<file path="src/rtl/id_hazard_stage.sv">
// Decode stage: regfile with write-through, N-channel forwarding, load-use stall,
// early branch resolution and an elastic valid/ready ID/EX register.
module id_hazard_stage #(
    parameter int XLEN   = 32,
    parameter int NREG   = 32,
    parameter int NBYP   = 3,
    parameter int CTRL_W = 32,
    parameter int CNT_W  = 16,
    localparam int AW    = $clog2(NREG)
) (
    input  logic                   clk,
    input  logic                   rst,
    input  logic                   in_valid,
    output logic                   in_ready,
    input  logic [XLEN-3:0]        in_pcp1,
    input  logic [31:0]            in_instr,
    input  logic [CTRL_W-1:0]      in_ctrl,
    input  logic                   rs_used,
    input  logic                   rt_used,
    input  logic [2:0]             br_type,
    input  logic                   wb_we,
    input  logic [AW-1:0]          wb_rw,
    input  logic [XLEN-1:0]        wb_wd,
    input  logic [NBYP-1:0]        byp_valid,
    input  logic [NBYP-1:0]        byp_pend,
    input  logic [NBYP*AW-1:0]     byp_rw,
    input  logic [NBYP*XLEN-1:0]   byp_wd,
    input  logic                   flush,
    input  logic                   out_ready,
    output logic                   out_valid,
    output logic [XLEN-3:0]        out_pcp1,
    output logic [31:0]            out_instr,
    output logic [XLEN-1:0]        out_rd1,
    output logic [XLEN-1:0]        out_rd2,
    output logic [CTRL_W-1:0]      out_ctrl,
    output logic                   redirect,
    output logic [XLEN-3:0]        redirect_pc,
    output logic [CNT_W-1:0]       stall_cnt
);

    logic [XLEN-1:0] regs [NREG];
    logic [AW-1:0]   rs_addr, rt_addr;
    logic [XLEN-1:0] rd1, rd2;
    logic            pend1, pend2;
    logic            hazard, taken;
    logic [XLEN-3:0] imm_ext;

    assign rs_addr = AW'(in_instr[25:21]);
    assign rt_addr = AW'(in_instr[20:16]);

    // Returns {pending, data}; the loop runs oldest-first so channel 0 overrides.
    function automatic logic [XLEN:0] pick(
        input logic [AW-1:0]        a,
        input logic [XLEN-1:0]      rf_val,
        input logic                 we,
        input logic [AW-1:0]        rw,
        input logic [XLEN-1:0]      wd,
        input logic [NBYP-1:0]      bv,
        input logic [NBYP-1:0]      bp,
        input logic [NBYP*AW-1:0]   brw,
        input logic [NBYP*XLEN-1:0] bwd
    );
        logic [XLEN-1:0] d;
        logic            p;
        d = rf_val;
        p = 1'b0;
        if (we && rw == a) d = wd;
        for (int i = NBYP - 1; i >= 0; i--) begin
            if (bv[i] && brw[i*AW +: AW] == a) begin
                d = bwd[i*XLEN +: XLEN];
                p = bp[i];
            end
        end
        if (a == '0) begin
            d = '0;
            p = 1'b0;
        end
        return {p, d};
    endfunction

    always_comb begin
        {pend1, rd1} = pick(rs_addr, regs[rs_addr], wb_we, wb_rw, wb_wd,
                            byp_valid, byp_pend, byp_rw, byp_wd);
        {pend2, rd2} = pick(rt_addr, regs[rt_addr], wb_we, wb_rw, wb_wd,
                            byp_valid, byp_pend, byp_rw, byp_wd);
    end

    assign hazard   = in_valid & ~flush & ((rs_used & pend1) | (rt_used & pend2));
    assign in_ready = flush | (~hazard & (~out_valid | out_ready));

    always_comb begin
        taken = 1'b0;
        case (br_type)
            3'd1:    taken = (rd1 == rd2);
            3'd2:    taken = (rd1 != rd2);
            3'd3:    taken = rd1[XLEN-1] | (rd1 == '0);
            3'd4:    taken = ~rd1[XLEN-1] & (rd1 != '0);
            3'd5:    taken = rd1[XLEN-1];
            3'd6:    taken = ~rd1[XLEN-1];
            default: taken = 1'b0;
        endcase
    end

    assign imm_ext     = {{(XLEN-18){in_instr[15]}}, in_instr[15:0]};
    assign redirect_pc = in_pcp1 + imm_ext;
    assign redirect    = in_valid & in_ready & ~flush & taken;

    always_ff @(posedge clk or posedge rst) begin
        if (rst) begin
            for (int i = 0; i < NREG; i++) regs[i] <= '0;
        end else if (wb_we && wb_rw != '0) begin
            regs[wb_rw] <= wb_wd;
        end
    end

    always_ff @(posedge clk or posedge rst) begin
        if (rst) begin
            out_valid <= 1'b0;
            out_pcp1  <= '0;
            out_instr <= '0;
            out_rd1   <= '0;
            out_rd2   <= '0;
            out_ctrl  <= '0;
        end else if (flush) begin
            out_valid <= 1'b0;
        end else if (in_valid && in_ready) begin
            out_valid <= 1'b1;
            out_pcp1  <= in_pcp1;
            out_instr <= in_instr;
            out_rd1   <= rd1;
            out_rd2   <= rd2;
            out_ctrl  <= in_ctrl;
        end else if (out_ready) begin
            out_valid <= 1'b0;
        end
    end

    always_ff @(posedge clk or posedge rst) begin
        if (rst) begin
            stall_cnt <= '0;
        end else if (hazard && stall_cnt != '1) begin
            stall_cnt <= stall_cnt + CNT_W'(1);
        end
    end

endmodule

</file>
<file path="config.mk">
export PLATFORM = sky130hd
export DESIGN_NAME = id_hazard_stage
export DESIGN_NICKNAME = d
export VERILOG_FILES = /design/src/rtl/id_hazard_stage.sv
export SDC_FILE = /design/constraint.sdc
export NUM_CORES = 2
export LEC_CHECK = 0
export CAP_MARGIN = 30
export CORE_AREA = 3 3 388 390
export CTS_BUF_LIST = sky130_fd_sc_hd__clkbuf_8
export CTS_CLUSTER_DIAMETER = 60
export DETAILED_ROUTE_END_ITERATION = 10
export DIE_AREA = 0 0 391 393
export GPL_TIMING_DRIVEN = 0
export PLACE_DENSITY = 0.66
export SLEW_MARGIN = 20
export SYNTH_ARGS = -nofsm -noshare
export SYNTH_HDL_FRONTEND = slang
export SYNTH_SLANG_ARGS = --single-unit
</file>
<file path="constraint.sdc">
create_clock -name clk -period 38.9 [get_ports clk]
set_input_delay 7.78 -clock clk [delete_from_list [all_inputs] [get_ports clk]]
set_output_delay 7.78 -clock clk [all_outputs]
set_load 0.02 [all_outputs]
</file>
==> Word-level counts from Yosys, hierarchy flattened <==
Cells that the tools add are included.
Widths: inputs -> output; s select.
{ "word_totals": {"regBits": 1199, "latchBits": 0, "ram_bits": 0, "rom_bits": 0, "input_bits": 259, "out_inout_bits": 207, "word_cells": 132, "n_memories": 0} }
{ "op_classes": {"add_sub_neg": 2, "mul": 0, "n_div": 0, "magnitude_cmp": 4, "eq_ne": 17, "n_shift": 0, "muxes": 31, "bitwise_logic": 20, "n_reduce_logical": 19} }
{ "ops": {"columns": ["operator", "n"], "rows": [
  ["$bwmux 1024", 1],
  ["$mux 32", 15],
  ["$bmux 32 s5", 2],
  ["$demux 32 s5", 1],
  ["$eq 5x5->1", 8],
  ["$eq 32x32->1", 1],
  ["$logic_not 32->1", 1],
  ["$ne 32x32->1", 1],
  ["$reduce_bool 32->1", 1],
  ["$add 30x30->30", 1],
  ["$ge 6x6->1 const B", 3],
  ["$not 5->6", 3],
  ["$add 16x1->16 const B", 1],
  ["$ne 16x16->1 const B", 1],
  ["$logic_and 1x1->1", 12],
  ["$mux 1", 11],
  ["$logic_not 5->1", 2],
  ["$and 1x1->1", 9],
  ["$eq 3x3->1 const B", 3],
  ["$eq 3x2->1 const B", 2],
  ["$lt 6x1->1 const B", 1],
  ["$pmux 1 s6", 1],
  ["$reduce_bool 5->1", 1],
  ["$not 1->1", 4],
  ["4 further kinds", 7]
]} }

==> Logic depth before layout (Yosys ltp) <==
{ "logic_depth": {"ltp_word": 15, "ltp_mapped": 19, "depth_no_buf": 14} }

==> Worst setup path after synthesis <==
No wires, ideal clock.
{ "synth_path": {"path_type": "input to output", "startpoint": "input in_instr[22]", "endpoint": "output redirect", "t_arrival_ns": 10.957, "required_time_ns": 31.120, "setup_slack_ns": 20.163, "stages": 13, "n_path_buf": 3, "path_cell_list": "buf_2 buf_6 buf_4 mux4_2 mux2_2 o211ai_1 o2111ai_1 a21oi_1 nand3_1 or4b_1 nor4_1 o21ai_1 nor3_1"} }
{ "synth_via": {"elab_chain_cells": 15, "word_cells_on_any_way": 39, "classes_between": "eq/ne: 6; mux: 13; bitwise: 13; reduce/logical: 7"} }
{ "synth_rtl": {"columns": ["element", "line_no", "source"], "rows": [
  ["start: declaration", "16", "input logic [31:0] in_instr,"],
  ["branches (longest 14 deep; another with $bmux 32 s5)", null, null],
  ["$and 1x1->1 *", "106", "assign redirect = in_valid & in_ready & ~flush & taken;"],
  ["end: declaration", "36", "output logic redirect,"]
]} }
Mark *: on every way between the ends. The select of a mux whose other input is x is not followed.

==> Final worst setup path <==
{ "layout_path": {"startpoint": "input in_instr[24]", "endpoint": "output redirect"} }
The elaborated chain is that of the path after synthesis.

==> summary.log <==
qor: yosys.mappedNetlistArea 66100 um2
qor: setup_path.slowest_delay 0.72 ns
qor: yosys.commonest_cells_in_the_netlist dfrtp_1 (1199), mux2_2 (900), nand2_1 (683)
qor: setup_path.crit_type input pin to output port
qor: timing.worst_tran_pin_value 1.19 ns
qor: die.die_area 154000 um2
qor: clock_tree.cts-hold-fix-buffers 0
qor: hold_path.worst_hold_startpoint out_pcp1[2]$_DFFE_PP0P_
qor: timing.finalHoldViolCount 0
qor: setup_path.worst_setup_start_kind input pin
qor: setup_path.cell_chain_critical_path clkdlybuf4s50_1, buf_2, buf_2, nand2_1, buf_8, clkbuf_2, buf_2, a21oi_1, nand3_1, nand4_1, a32oi_1, nand3_1, nor4_1, nand3_1, nor4_1, o21ai_1, nor3_1, clkdlybuf4s50_1
qor: global_route.grt_antenna_before_repair 44
qor: placement.place.detailed.hpwl 260000 um
qor: setup_path.path_buf_inv 7
qor: cells_and_area.finish.net_count 6427
qor: die.die_h 393 um
qor: clock_tree.cts_inserted_buffers 212
qor: yosys.synth_area_leaders dfrtp_1 (45%), mux2_2 (15%), mux4_2 (13%)
qor: global_route.grt.overflow.total 0
qor: timing.min_period 23.14 ns
qor: timing.share_of_the_cycle_needed_by_the_critical_path_after_routing 59.5%
qor: yosys.synth_cells 5386
qor: pwr.max-vdd-ir-drop 31.1 uV
qor: timing.fin_worst_skew 0.0764 ns
qor: die.core_area 147000 um2
qor: global_route.global_route.usage.total 46.0%
qor: clock_tree.htree_levels 4
qor: yosys.synthMostInstantiatedCell dfrtp_1
qor: setup_path.cp_slowest_cell buf_2
qor: detailed_routing.vias_per_cell 7.05
qor: yosys.prevailing_post_synth_register_cell dfrtp_1
qor: die.start_util 44.8%
qor: hold_path.hold_path.class flip-flop to flip-flop
qor: setup_path.r2r_path_start regs[30]$_DFFE_PP0P_
qor: clock_tree.cts_tree built
qor: placement.gp_congestion 1.04
qor: global_route.grt_pass1_vias 55800
qor: cells_and_area.fillerInstances 12800
qor: yosys.netlist-cell-type-count 94
qor: flow_run.cap_violations 0
qor: timing.slew-limit-headroom 20.1%
qor: yosys.synth_area_per_cell 12.3 um2
qor: clock_tree.clock_tree.buffer_depth 3
qor: clock_tree.cts.repair.resized 0
qor: detailed_routing.total_wire_length_after_detailed_routing 360000 um
qor: timing.unrepaired_setup_endpoints_after_global_routing false
qor: timing.final.setup.tns 0 ns
qor: cells_and_area.share_of_final_layout_standard_cells_stronger_than_drive_strength_1 32.1%
qor: clock_tree.cts.root.buffer_cell clkbuf_8
qor: timing.timing.hold.ws 0.472 ns
qor: timing.setup_viol 0
qor: cells_and_area.area_delta_synth_final 20.3%
qor: pwr.design_power_total 4.01 mW
qor: setup_path.timing.critical_path.to_type output port
qor: detailed_routing.number_of_violations_reported_at_the_end_of_detailed_routing_iteration_0 9068
qor: setup_path.cp_data_arrival_time 15.36 ns
qor: detailed_routing.num_vias 58400
qor: yosys.postSynthNetCount 5676
qor: setup_path.crit_start in_instr[24]
qor: clock_tree.worst_setup_hold_path_clk_slew 0.06 ns
qor: yosys.number_of_enable_type_register_cells_in_the_synthesized_netlist 0
qor: yosys.synth_seq_area_share 45.4%
qor: die.die_width 391 um
qor: yosys.yosys_register_bits 1199
qor: global_route.grt_start_max_net_pins 36
qor: clock_tree.post-cts-setup-buffer-count 0
qor: detailed_routing.drt-wirelength-per-cell 43.4 um
qor: detailed_routing.detailedRoute.firstPassIterationCount 8
qor: global_route.first_pass_grt_wire_length 476000 um
qor: yosys.async_reset_ff_share 100%
qor: setup_path.critical_path.top_delay_family buffers and inverters
qor: pwr.power_per_cell_area 50.4 nW/um2
qor: timing.final_max_slew_viol_count 0
qor: yosys.synth_top_cell_area_share 45.4%
qor: yosys.synth_top_cell_by_area dfrtp_1
qor: die.floorplan_row_count 141
qor: setup_path.worst_ep_required_time 31.12 ns
qor: placement.numPlacedInstances 7845
qor: yosys.synth-warning-count 0
qor: detailed_routing.route.antenna.remaining_nets 0
qor: cells_and_area.instances_no_fill 8293
qor: placement.buffer_ports.inserted 450
qor: timing.fmax 0.0432 GHz
qor: clock_tree.clkSinkCount 1199
qor: placement.dp_slack 16.20 ns
qor: detailed_routing.route.detailed.drc 0
qor: timing.timing.final.ws_setup 15.76 ns
qor: run_status.status finished, final reports clean
qor: setup_path.critical_path_peak_fanout 10
qor: pwr.p_leak 35.0 nW
qor: clock_tree.clk_latency 1.04 ns
qor: die.io_pins 466
kinds of logic (layout without fill, tap and decap cells):
group	Yosys count	count (layout)	synth area share [%]
xor gates and xnor gates	112	112	1.50
buffers and inverters	544	1466	3.92
DFF	1199	1199	45.4
other	0	55	0
adders and majority gates	31	31	0.598
AOI/OAI and AO/OA	743	743	7.62
and+or+nand+nor	1161	1161	7.87
muxes	1596	1596	33.1
final timing paths:
kind | endpoint | cells after the start | slack (ns)
max in group asynchronous | regs[850]$_DFFE_PP0P_ | 10 | 29.39
max reg2reg | out_rd2[30]$_DFFE_PP0P_ | 7 | 35.62
min reg2reg | out_pcp1[2]$_DFFE_PP0P_ | 2 | 0.47
max | redirect | 18 | 15.76
min | out_pcp1[2]$_DFFE_PP0P_ | 2 | 0.47
min in group asynchronous | out_instr[15]$_DFFE_PP0P_ | 2 | 7.21
flip-flops by register name, summed over array words and instances (netlist names):
register	count
regs	1024
out_ctrl	32
out_instr	32
out_rd1	32
out_rd2	32
out_pcp1	30
stall_cnt	16
out_valid	1
cell usage in the layout, fill, tap and decap left out, types with 41 or more instances in the layout:
cell type        count
clkbuf_2           109
mux4_2             382
diode_2             55
mux2_2             900
inv_1               83
nor2_1             110
a21oi_1            101
mux2i_1            310
clkdlybuf4s50_1    450
xnor2_1             78
buf_12              41
buf_2              101
clkbuf_1           229
o21ai_0            175
buf_6               41
dfrtp_1           1199
nand3_1            110
a22oi_1            118
buf_4               44
o22ai_1             71
nand2_1            683
clkbuf_8           273
area by class of cell:
cell class | count | area, um2 | share of cell area (%)
antenna | 55 | 138 | 0.173
buffer | 515 | 2630 | 3.31
clock buffer | 273 | 3760 | 4.73
clock inverter | 112 | 851 | 1.07
inverter | 29 | 113 | 0.142
multi-input combinational | 3643 | 33600 | 42.2
sequential | 1199 | 30000 | 37.7
tap | 1930 | 2410 | 3.04
timing repair buffer | 537 | 6030 | 7.58
worst reg2reg max path, stage by stage (launching register included):
cell and delay [ns]:
dfrtp_1 0.39, mux4_2 0.53, a22oi_1 0.23, o22ai_1 0.13, nor4_1 1.03, o311ai_0 0.42
nand3_1 0.27, o21ai_0 0.11
through the flow:
| step | utilization (%) | instance area (um2) |
|---|---|---|
| 2_1_floorplan | - | 66100 |
| 3_3_place_gp | 49.5 | 73000 |
| 3_5_place_dp | 50.6 | 74700 |
| 4_1_cts | 53.7 | 79300 |
| 5_1_grt | 53.8 | 79400 |
| 6_report | 53.9 | 79500 |
power breakdown:
group	internal [mW]	switching (mW)	total (mW)
clock network	0.699	0.598	1.30
registers	1.48	0.181	1.66
logic	0.490	0.560	1.05
total	2.67	1.34	4.01
per-layer routing:
metal  track usage [%]  wire length [um]
met4              40.9             38600
met2              63.6            146000
met5            0.0638                90
met3              23.6             55200
met1              51.7            120000
Power figures use the tool's default switching activity.
